==> src/rtl/buscaminas_board_ctrl.sv <==
// buscaminas_board_ctrl: 8x8 minesweeper board datapath driven by an external game FSM.
//
// Ports:
//   clk, rst                     clock, asynchronous active-high reset
//   btn_up/down/left/right       cursor move buttons (level)
//   btn_sel/flag/start           reveal, flag and start buttons (level)
//   bomb_map[63:0]               bomb layout, cell index = y*8+x, latched at board init
//   enable_matriz .. win         one-hot state strobes from the game FSM
//   I, W, L, C, M, F, B          condition flags returned to the game FSM
//   cursor_x, cursor_y           cursor column / row
//   revealed, flagged            per-cell status
//   adj_count                    bombs around the cursor cell
//
// Configuration: define BUSCAMINAS_ADJ_COUNT_EN to build the registered neighbour bomb counter;
// otherwise adj_count is tied to zero.

module buscaminas_board_ctrl (
  input  logic        clk,
  input  logic        rst,
  input  logic        btn_up,
  input  logic        btn_down,
  input  logic        btn_left,
  input  logic        btn_right,
  input  logic        btn_sel,
  input  logic        btn_flag,
  input  logic        btn_start,
  input  logic [63:0] bomb_map,
  input  logic        enable_matriz,
  input  logic        movement,
  input  logic        click_casillas,
  input  logic        mmm_put_flag,
  input  logic        put_flag,
  input  logic        mmm_bomb,
  input  logic        game_over,
  input  logic        win,
  output logic        I,
  output logic        W,
  output logic        L,
  output logic        C,
  output logic        M,
  output logic        F,
  output logic        B,
  output logic [2:0]  cursor_x,
  output logic [2:0]  cursor_y,
  output logic [63:0] revealed,
  output logic [63:0] flagged,
  output logic [3:0]  adj_count
);

  // Button bit order: {start, flag, sel, right, left, down, up}
  logic [6:0]  btn_q, btn_prev_q, btn_ev;
  logic [3:0]  pend_q, pend_d;          // one-hot {right, left, down, up}
  logic        act_pend_q, act_pend_d;
  logic        act_flag_q, act_flag_d;
  logic [63:0] bomb_q, bomb_d;
  logic [63:0] revealed_q, revealed_d;
  logic [63:0] flagged_q, flagged_d;
  logic [6:0]  rev_cnt_q, rev_cnt_d;
  logic [6:0]  bomb_total_q, bomb_total_d;
  logic [2:0]  cursor_x_q, cursor_x_d;
  logic [2:0]  cursor_y_q, cursor_y_d;
  logic [5:0]  cur;
  logic        idle, ended, init;

  assign btn_ev = btn_q & ~btn_prev_q;
  assign cur    = {cursor_y_q, cursor_x_q};
  assign idle   = ~(enable_matriz | movement | click_casillas | mmm_put_flag | put_flag |
                    mmm_bomb | game_over | win);
  assign ended  = game_over | win;
  assign init   = btn_ev[6] & idle;

  always_comb begin
    pend_d       = pend_q;
    act_pend_d   = act_pend_q;
    act_flag_d   = act_flag_q;
    bomb_d       = bomb_q;
    revealed_d   = revealed_q;
    flagged_d    = flagged_q;
    rev_cnt_d    = rev_cnt_q;
    bomb_total_d = bomb_total_q;
    cursor_x_d   = cursor_x_q;
    cursor_y_d   = cursor_y_q;
    if (init) begin
      bomb_d       = bomb_map;
      revealed_d   = '0;
      flagged_d    = '0;
      rev_cnt_d    = '0;
      bomb_total_d = 7'($countones(bomb_map));
      cursor_x_d   = '0;
      cursor_y_d   = '0;
      pend_d       = '0;
      act_pend_d   = 1'b0;
      act_flag_d   = 1'b0;
    end else begin
      if (movement) begin
        if (pend_q[0] && cursor_y_q != 3'd0) cursor_y_d = cursor_y_q - 3'd1;
        if (pend_q[1] && cursor_y_q != 3'd7) cursor_y_d = cursor_y_q + 3'd1;
        if (pend_q[2] && cursor_x_q != 3'd0) cursor_x_d = cursor_x_q - 3'd1;
        if (pend_q[3] && cursor_x_q != 3'd7) cursor_x_d = cursor_x_q + 3'd1;
        pend_d = '0;
      end
      if (!ended) begin
        // A new direction event replaces whatever move is pending.
        if      (btn_ev[0]) pend_d = 4'b0001;
        else if (btn_ev[1]) pend_d = 4'b0010;
        else if (btn_ev[2]) pend_d = 4'b0100;
        else if (btn_ev[3]) pend_d = 4'b1000;
        if ((btn_ev[4] | btn_ev[5]) && !act_pend_q) begin
          act_pend_d = 1'b1;
          act_flag_d = ~btn_ev[4];
        end
      end
      // Strobe effects are applied after button events so the FSM always has the last word.
      if (mmm_put_flag && revealed_q[cur]) act_flag_d = 1'b0;
      if (put_flag) begin
        flagged_d[cur] = ~flagged_q[cur];
        act_pend_d     = 1'b0;
      end
      if (mmm_bomb) begin
        if (!flagged_q[cur] && !revealed_q[cur]) begin
          revealed_d[cur] = 1'b1;
          rev_cnt_d       = rev_cnt_q + 7'd1;
        end
        act_pend_d = 1'b0;
        act_flag_d = 1'b0;
      end
    end
  end

  always_ff @(posedge clk or posedge rst) begin
    if (rst) begin
      btn_q        <= '0;
      btn_prev_q   <= '0;
      pend_q       <= '0;
      act_pend_q   <= 1'b0;
      act_flag_q   <= 1'b0;
      bomb_q       <= '0;
      revealed_q   <= '0;
      flagged_q    <= '0;
      rev_cnt_q    <= '0;
      bomb_total_q <= '0;
      cursor_x_q   <= '0;
      cursor_y_q   <= '0;
    end else begin
      btn_q        <= {btn_start, btn_flag, btn_sel, btn_right, btn_left, btn_down, btn_up};
      btn_prev_q   <= btn_q;
      pend_q       <= pend_d;
      act_pend_q   <= act_pend_d;
      act_flag_q   <= act_flag_d;
      bomb_q       <= bomb_d;
      revealed_q   <= revealed_d;
      flagged_q    <= flagged_d;
      rev_cnt_q    <= rev_cnt_d;
      bomb_total_q <= bomb_total_d;
      cursor_x_q   <= cursor_x_d;
      cursor_y_q   <= cursor_y_d;
    end
  end

  assign I        = btn_ev[6];
  assign L        = btn_ev[6];
  assign M        = act_pend_q;
  assign C        = act_flag_q;
  assign F        = ~revealed_q[cur];
  assign B        = bomb_q[cur] & ~flagged_q[cur];
  // 64 - bomb_total fits in 7 bits, so an all-bomb board reads W=1 at rev_cnt=0.
  assign W        = (rev_cnt_q == (7'd64 - bomb_total_q));
  assign cursor_x = cursor_x_q;
  assign cursor_y = cursor_y_q;
  assign revealed = revealed_q;
  assign flagged  = flagged_q;

`ifdef BUSCAMINAS_ADJ_COUNT_EN
  logic [3:0] adj_q, adj_d;

  always_comb begin
    adj_d = '0;
    for (int dy = -1; dy <= 1; dy++) begin
      for (int dx = -1; dx <= 1; dx++) begin
        if (!(dx == 0 && dy == 0)) begin
          int nx, ny;
          nx = int'(cursor_x_q) + dx;
          ny = int'(cursor_y_q) + dy;
          if (nx >= 0 && nx <= 7 && ny >= 0 && ny <= 7) begin
            if (bomb_q[6'(ny * 8 + nx)]) adj_d = adj_d + 4'd1;
          end
        end
      end
    end
  end

  always_ff @(posedge clk or posedge rst) begin
    if (rst) adj_q <= '0;
    else     adj_q <= adj_d;
  end

  assign adj_count = adj_q;
`else
  assign adj_count = 4'd0;
`endif

endmodule

==> config.mk <==
export PLATFORM = sky130hd
export DESIGN_NAME = buscaminas_board_ctrl
export DESIGN_NICKNAME = d
export VERILOG_FILES = /design/src/rtl/buscaminas_board_ctrl.sv
export SDC_FILE = /design/constraint.sdc
export NUM_CORES = 1
export LEC_CHECK = 0
export ABC_AREA = 0
export CAP_MARGIN = 10
export CORE_MARGIN = 2
export CORE_UTILIZATION = 54
export DETAILED_ROUTE_END_ITERATION = 12
export HOLD_SLACK_MARGIN = 0.05
export PLACE_DENSITY = 0.81
export SYNTH_ARGS = -nofsm -noshare
export SYNTH_HDL_FRONTEND = slang
export SYNTH_SLANG_ARGS = --single-unit
==> constraint.sdc <==
create_clock -name clk -period 10.2 [get_ports clk]
set_input_delay 3.06 -clock clk [delete_from_list [all_inputs] [get_ports clk]]
set_output_delay 3.06 -clock clk [all_outputs]
set_load 0.005 [all_outputs]
==> summary.md, run 1 <==
| Metric | Value |
|---|---|
| Critical R2R Launch | cursor_x[0] |
| Cell area after synthesis | 13,200 um2 |
| Pleak | 7.30 nW |
| Max cap viols | 0 |
| Crit Path Max Fanout | 2 |
| Clk Tree Root Cell | clkbuf_16 |
| Antenna diodes | 0 |
| Placed wire-length estimate | 26.7 mm |
| Sequential power share | 24.6% |
| Clk_lat worst skew | 530 ps |
| Setup Buffers After CTS | 0 |
| # clock sinks | 232 |
| Peak VDD IR | 526 uV |
| Cell variety after synth | 63 |
| GRT Total Usage | 30.2% |
| Post-synth EDFFs | 0 |
| RR Endpoint | rev_cnt_q[4] |
| Worst-Margin Slew | 1260 ps |
| Area after DPL | 15,300 um2 |
| Register area | 5810 um2 |
| PostCTS Resize Cnt | 0 |
| Layout Nets | 1,660 |
| Tmin final | 8790 ps |
| Worst r2r path cells | 9 |
| Worst EP arrival | 9150 ps |
| Vias in the first global route | 11,100 |
| Asr flop ratio synth | 100% |
| Clock power share | 15.6% |
| Fillers | 1,849 |
| Slew headroom | 15.9% |
| Synth warn | 0 |
| Hold WC Path Type | reg2reg |
| Core area | 24,100 um2 |
| Setup slack, reg-to-reg | 6200 ps |
| Crit path required time | 10,560 ps |
| Initial core utilization | 54.6% |
| RSZ-0062 raised after global routing | no |
| Max incr delay on CP | 550 ps |
| Period utilization | 86.2% |
| Syn avg cell area | 9.69 um2 |
| Buffers added on ports | 221 |
| Most frequent cells in the layout | dfrtp_1, clkdlybuf4s50_1, nand2_1 |
| Critical Path Sink | bomb_total_q[5] |
| Area growth syn-to-layout | 22.8% |
| Largest net degree at the start of global routing | 117 |
| Drt total wl | 38.7 mm |
| CTS tree | done |
| Status | complete, no violations |
| Gr ovfl total | 0 |
| Worst Setup SP | bomb_map[35] |
| Pre-CTS WS | 863 ps |
| Most used cell, CP | fa_1 |
| FMAX | 114 MHz |
| Site Rows | 57 |
| Internal | 0.00319 W |
| Clock Skews | 7.03 ps |
| Layout cells sized above 1 | 6.23% |
| Commonest non-fill, non-tap cell in the layout | dfrtp_1 |
| Sequential cell area fraction in the yosys report | 44.1% |
| Global-route wire length before repair | 61.5 mm |
| Drt pass-1 iters | 5 |
| Vias per cell | 6.13 |
| IO Pins | 226 |
| Fin area | 16,200 um2 |
| CP Capture Type | flop |
| Sw Pwr | 0.00264 W |
| Final setup vio count | 0 |
| Flops & latches, synth | 232 |
| Dominant synthesized flop cell | dfrtp_1 |
| Antenna Nets Post-Route | 0 |
| Initial antenna violation count | 0 |
| Pwr/cell area | 361 nW/um2 |
| Slowest CP cell | fa_1 |
| Critical Path, Cell by Cell | clkdlybuf4s50_1 > inv_1 > fa_1 > inv_1 > fa_1 > fa_1 > inv_1 > fa_1 > inv_1 > fa_1 > fa_1 > fa_1 > inv_1 > fa_1 > inv_1 > ha_1 > a21o_1 > a21oi_1 > o21bai_1 > a21oi_1 > xor2_1 > o21ai_0 |
| Routed wire length per instance | 20.9 um |
| Crit path launch type | primary input |
| DIE AREA | 25,600 um2 |
| Clock buffer depth | 3 |
| Setup slack after layout | 1410 ps |
| Synth Instances | 1,358 |
| Final Hold Viols | 0 |
| Area of the multi-input gates | 6370 um2 |
| Routed via count | 11,300 |
| Crit Path Category | in2reg |
| Final Wtd Congestion | 0.872 |
| Final setup TNS | 0 ps |
| Clk pin slew, worst setup/hold paths | 60 ps |
| Sw frac | 45.2% |
| CTS buffer count | 25 |
| CTS Hold Bufs | 0 |
| Die width | 160 um |
| Final Max Slew Viols | 0 |
| CTS H-tree lvls | 1 |
| Part of the power in combinational logic | 59.9% |
| Die Y | 160 um |
| 1st-iter DRT viols | 1,226 |
| DRC | 0 |
[how the worst min path moves through the flow]
stage / from / end / cells past startpoint
final: btn_q[6] / btn_prev_q[6] / 0
after global placement: btn_q[2] / btn_prev_q[2] / 0
after floorplan: btn_q[0] / btn_prev_q[0] / 0
after detailed placement: btn_q[0] / btn_prev_q[0] / 0
after CTS: btn_q[0] / btn_prev_q[0] / 0
after global routing: btn_q[2] / btn_prev_q[2] / 0
[sequential cells by signal, summed over array words and instances, names as in the netlist]
register,flops
bomb_total_q,7
flagged,64
cursor_x,3
revealed,64
bomb_q,64
M,1
C,1
pend_q,4
cursor_y,3
btn_q,7
rev_cnt_q,7
btn_prev_q,7
[layer usage]
layer  vias to the layer above  share of wire, %  global-route usage, %
met5                         -                 0                      0
met4                         0               3.5                   9.87
met3                       101               8.8                   5.22
met2                       599                48                   48.5
met1                      5592                40                   42.0
li1                       5040                 -                      -
[worst max-delay path: cells and delay by family]
kind	cells	cell delay [ps]
fa+ha+maj	9	4370
buf+inv	7	810
compound gates	5	730
xor+xnor	1	170
[Yosys cell counts, drive strengths merged (3+ instances only)]
library cell,number,area (um2)
buf,48,334
nor3,7,35.0
and2,6,42.5
nand3,36,180
nor2,104,390
a22oi,32,240
or2,3,18.8
mux2,9,105
dfrtp,232,5810
fa,56,1120
a41oi,64,561
a221oi,24,216
xor2,3,26.3
nor2b,14,95.1
or3,53,332
ha,17,213
o21ai,125,626
nand4,7,43.8
nand2b,8,50.1
and4,5,43.8
clkbuf,73,274
inv,106,398
a32oi,3,26.3
nand2,139,522
xnor2,9,78.8
o22ai,6,37.5
and3b,3,26.3
mux2i,61,611
a21oi,67,335
[per-stage QoR]
step           hold WS, ps  total power [W]  util (%)  std cells
3_3_place_gp           352          0.00477      63.6       1803
3_5_place_dp           359          0.00487      63.6       1803
2_1_floorplan          347          0.00376         -       1361
6_report               371          0.00583      67.0       1848
4_1_cts                373          0.00580      67.0       1848
5_1_grt                382          0.00628      67.0       1848
[cell type report]
cell class              count  share of cell area [%]
multi-input cells         902                    39.5
flip-flops and latches    232                    35.9
repair buffers            239                    14.5
clock buffers              30                    4.17
inverters                 106                    2.51
well taps                 324                    2.51
clock inverters            15                   0.890
[cell families (layout without fill, tap and decap cells)]
group / Yosys count / after routing / synth area share [%]
AND/OR/NAND/NOR: 394 / 394 / 14.2
AO/OA/AOI/OAI: 347 / 347 / 17.3
flip-flops: 232 / 232 / 44.1
buffers and inverters: 227 / 390 / 7.65
adder cells (fa/ha/maj): 73 / 73 / 10.1
multiplexers: 72 / 72 / 5.78
XOR/XNOR: 12 / 12 / 0.799
other: 1 / 4 / 0.0285
[power by group through the flow]
stage | clock (W) | combinational [W] | sequential (W)
2_1_floorplan | 0 | 0.00242 | 0.00134
3_3_place_gp | 0 | 0.00335 | 0.00143
3_5_place_dp | 0 | 0.00344 | 0.00144
4_1_cts | 0.000913 | 0.00347 | 0.00142
5_1_grt | 0.000949 | 0.00388 | 0.00146
6_report | 0.000907 | 0.00349 | 0.00143
(Power assumes the default switching activity.)
==> run 2, diff against run 1 <==
--- a/config.mk
+++ b/config.mk
@@ -12,6 +12,7 @@
 export DETAILED_ROUTE_END_ITERATION = 12
 export HOLD_SLACK_MARGIN = 0.05
 export PLACE_DENSITY = 0.81
+export SLEW_MARGIN = 25
 export SYNTH_ARGS = -nofsm -noshare
 export SYNTH_HDL_FRONTEND = slang
 export SYNTH_SLANG_ARGS = --single-unit
==> constraint.sdc (replaced) <==
create_clock -name clk -period 10.2 [get_ports clk]
set_input_delay 3.06 -clock clk [delete_from_list [all_inputs] [get_ports clk]]
set_output_delay 3.06 -clock clk [all_outputs]
set_load 0.01 [all_outputs]
==> run 2 against run 1 <==
Final cell count unchanged. Critical endpoint unchanged. Critical path depth is the same. Core utilization up 0.12 points. Cell area increased by 0.19%. Clock-buffer cell count up 4. Die area unchanged. Wire length increased by 1.8%. Worst setup slack gained 43 ps. Flip-flop and latch count did not move. Clock power increased by 1%. Sequential power is essentially flat. Register-to-register slack barely moved.
==> summary.md, run 2 (same netlist as run 1, synthesis figures left out) <==
| Metric | Value |
|---|---|
| Crit path required time | 10,600 ps (was 10,560 ps) |
| Tmin final | 8740 ps (was 8790 ps) |
| Internal | 0.00322 W (was 0.00319 W) |
| Site Rows | 57 (unchanged) |
| Crit Path Category | in2reg (unchanged) |
| Antenna Nets Post-Route | 0 (unchanged) |
| Commonest non-fill, non-tap cell in the layout | dfrtp_1 (unchanged) |
| CTS H-tree lvls | 1 (unchanged) |
| DIE AREA | 25,600 um2 (unchanged) |
| Largest net degree at the start of global routing | 117 (unchanged) |
| Gr ovfl total | 0 (unchanged) |
| Critical R2R Launch | cursor_x[0] (unchanged) |
| Worst Setup SP | bomb_map[35] (unchanged) |
| Clock power share | 15.5% (was 15.6%) |
| Drt total wl | 39.4 mm (was 38.7 mm) |
| Sw Pwr | 0.00272 W (was 0.00264 W) |
| Slew headroom | 29.0% (was 15.9%) |
| Area growth syn-to-layout | 23.1% (was 22.8%) |
| HP Start | btn_q[0] (was btn_q[6]) |
| Buffers & Inverters on Critical Path | 7 (unchanged) |
| Routed wire length per instance | 21.3 um (was 20.9 um) |
| CP Capture Type | flop (unchanged) |
| Status | complete, no violations (unchanged) |
| CTS Hold Bufs | 0 (unchanged) |
| Final setup vio count | 0 (unchanged) |
| Fin area | 16,200 um2 (about the same) |
| Layout cells sized above 1 | 6.17% (was 6.23%) |
| CTS tree | done (unchanged) |
| Vias per cell | 6.19 (was 6.13) |
| Total power draw | 0.00594 W (was 0.00583 W) |
| Hold WS | 369 ps (was 371 ps) |
| FMAX | 114 MHz (about the same) |
| Setup Buffers After CTS | 0 (unchanged) |
| IO Pins | 226 (unchanged) |
| Antenna diodes | 0 (unchanged) |
| Most used cell, CP | fa_1 (unchanged) |
| Core area | 24,100 um2 (unchanged) |
| Sw frac | 45.8% (was 45.2%) |
| DRC | 0 (unchanged) |
| Layout Nets | 1,661 (was 1,660) |
| Final setup TNS | 0 ps (unchanged) |
| Delay-heaviest family, CP | adder cells (unchanged) |
| 1st-iter DRT viols | 1,283 (was 1,226) |
| Die Y | 160 um (unchanged) |
| Crit Path Max Fanout | 2 (unchanged) |
| Clk_lat worst skew | 530 ps (about the same) |
| Worst-Margin Slew | 1060 ps (was 1260 ps) |
| RSZ-0062 raised after global routing | no (unchanged) |
| Slowest CP cell | fa_1 (unchanged) |
| Placed wire-length estimate | 26.7 mm (about the same) |
| PostCTS Resize Cnt | 0 (unchanged) |
| Final Wtd Congestion | 0.872 (unchanged) |
| Clock Skews | 12.8 ps (was 7.03 ps) |
| Worst EP arrival | 9150 ps (about the same) |
| GRT Total Usage | 30.5% (was 30.2%) |
| # clock sinks | 232 (unchanged) |
| Die width | 160 um (unchanged) |
| Hold WC Path Type | reg2reg (unchanged) |
| Routed via count | 11,400 (was 11,300) |
| Final Hold Viols | 0 (unchanged) |
| Vias in the first global route | 11,200 (was 11,100) |
| Peak VDD IR | 535 uV (was 526 uV) |
| Drt pass-1 iters | 6 (was 5) |
| Buffers added on ports | 221 (unchanged) |
| Most frequent cells in the layout | dfrtp_1, clkdlybuf4s50_1, nand2_1 (unchanged) |
| Period utilization | 85.7% (was 86.2%) |
| CTS buffer count | 25 (unchanged) |
| Area after DPL | 15,300 um2 (about the same) |
| Max cap viols | 0 (unchanged) |
| Part of the power in combinational logic | 60.4% (was 59.9%) |
| Global-route wire length before repair | 62.2 mm (was 61.5 mm) |
| Crit path launch type | primary input (unchanged) |
| Initial antenna violation count | 0 (unchanged) |
| Final Max Slew Viols | 0 (unchanged) |
| Pwr/cell area | 367 nW/um2 (was 361 nW/um2) |
| Max incr delay on CP | 540 ps (was 550 ps) |
| Clk pin slew, worst setup/hold paths | 60 ps (about the same) |
| Critical Path, Cell by Cell | clkdlybuf4s50_1 > inv_1 > fa_1 > inv_1 > fa_1 > fa_1 > inv_1 > fa_1 > inv_1 > fa_1 > fa_1 > fa_1 > inv_1 > fa_1 > inv_1 > ha_1 > a21o_1 > a21oi_1 > o21bai_1 > a21oi_1 > xor2_1 > o21ai_0 (unchanged) |
| Clock buffer depth | 3 (unchanged) |
| Pleak | 7.31 nW (was 7.30 nW) |
| Clk Tree Root Cell | clkbuf_16 (unchanged) |
| Utilization after layout | 67.2% (was 67.0%) |
| Initial core utilization | 54.6% (unchanged) |
| Sequential power share | 24.1% (was 24.6%) |
## run 2: cell types whose count changed in the layout (fill, tap and decap cells not counted), sizes merged
cell / before / now
clkbuf: 30 / 34
clkinv: 12 / 7
buf: 18 / 19
## run 2: worst register-to-register path, cell delays in order, from the launching register on
cell and delay [ps]:
dfrtp_2 610, buf_4 670, or2_2 390, o221a_2 230
o21ai_1 90, a311oi_2 420, and4b_2 340, buf_4 680
nand4_1 300, mux2i_1 170
## run 2: area by class of cell
| class | instances | area [um2] |
|---|---|---|
| sequential | 232 | 5810 |
| timing repair buffer | 240 | 2360 |
| fill | 1840 | 7920 |
| clock inverter | 10 | 104 |
| clock buffer | 34 | 719 |
| multi-input combinational | 902 | 6380 |
| inverter | 106 | 405 |
| tap | 324 | 405 |
## run 2: routing by layer
| layer | up-vias | global-route usage [%] | share of wire (%) |
|---|---|---|---|
| met5 | - | 0 | 0 |
| met4 | 0 | 10.2 | 3.4 |
| met3 | 101 | 6.08 | 10 |
| met2 | 687 | 48.7 | 47 |
| met1 | 5620 | 42.3 | 39 |
| li1 | 5033 | - | - |
## run 2: worst paths after layout
check,to,cells past startpoint,slack [ps]
worst max-delay path,bomb_total_q[5],22,1460
worst min-delay path,btn_prev_q[0],0,370
worst max register to register,rev_cnt_q[4],9,6190
worst min register to register,btn_prev_q[0],0,370
max in group asynchronous,flagged[15],3,5860
min in group asynchronous,btn_prev_q[5],2,3050
## run 2: metrics by stage
step                setup WS (ps)  std cells
CTS                          1380       1847
floorplan                     779       1361
detailed placement            866       1803
global placement              956       1803
finish                       1460       1848
global route                 1170       1848
## run 2: power groups by stage
| stage | logic, W | clock network, W | registers, W |
|---|---|---|---|
| final | 0.00359 | 0.000919 | 0.00143 |
| after global routing | 0.00396 | 0.000956 | 0.00146 |
| after CTS | 0.00356 | 0.000921 | 0.00142 |
| after detailed placement | 0.00353 | 0 | 0.00144 |
| after global placement | 0.00343 | 0 | 0.00143 |
| after floorplan | 0.00243 | 0 | 0.00141 |
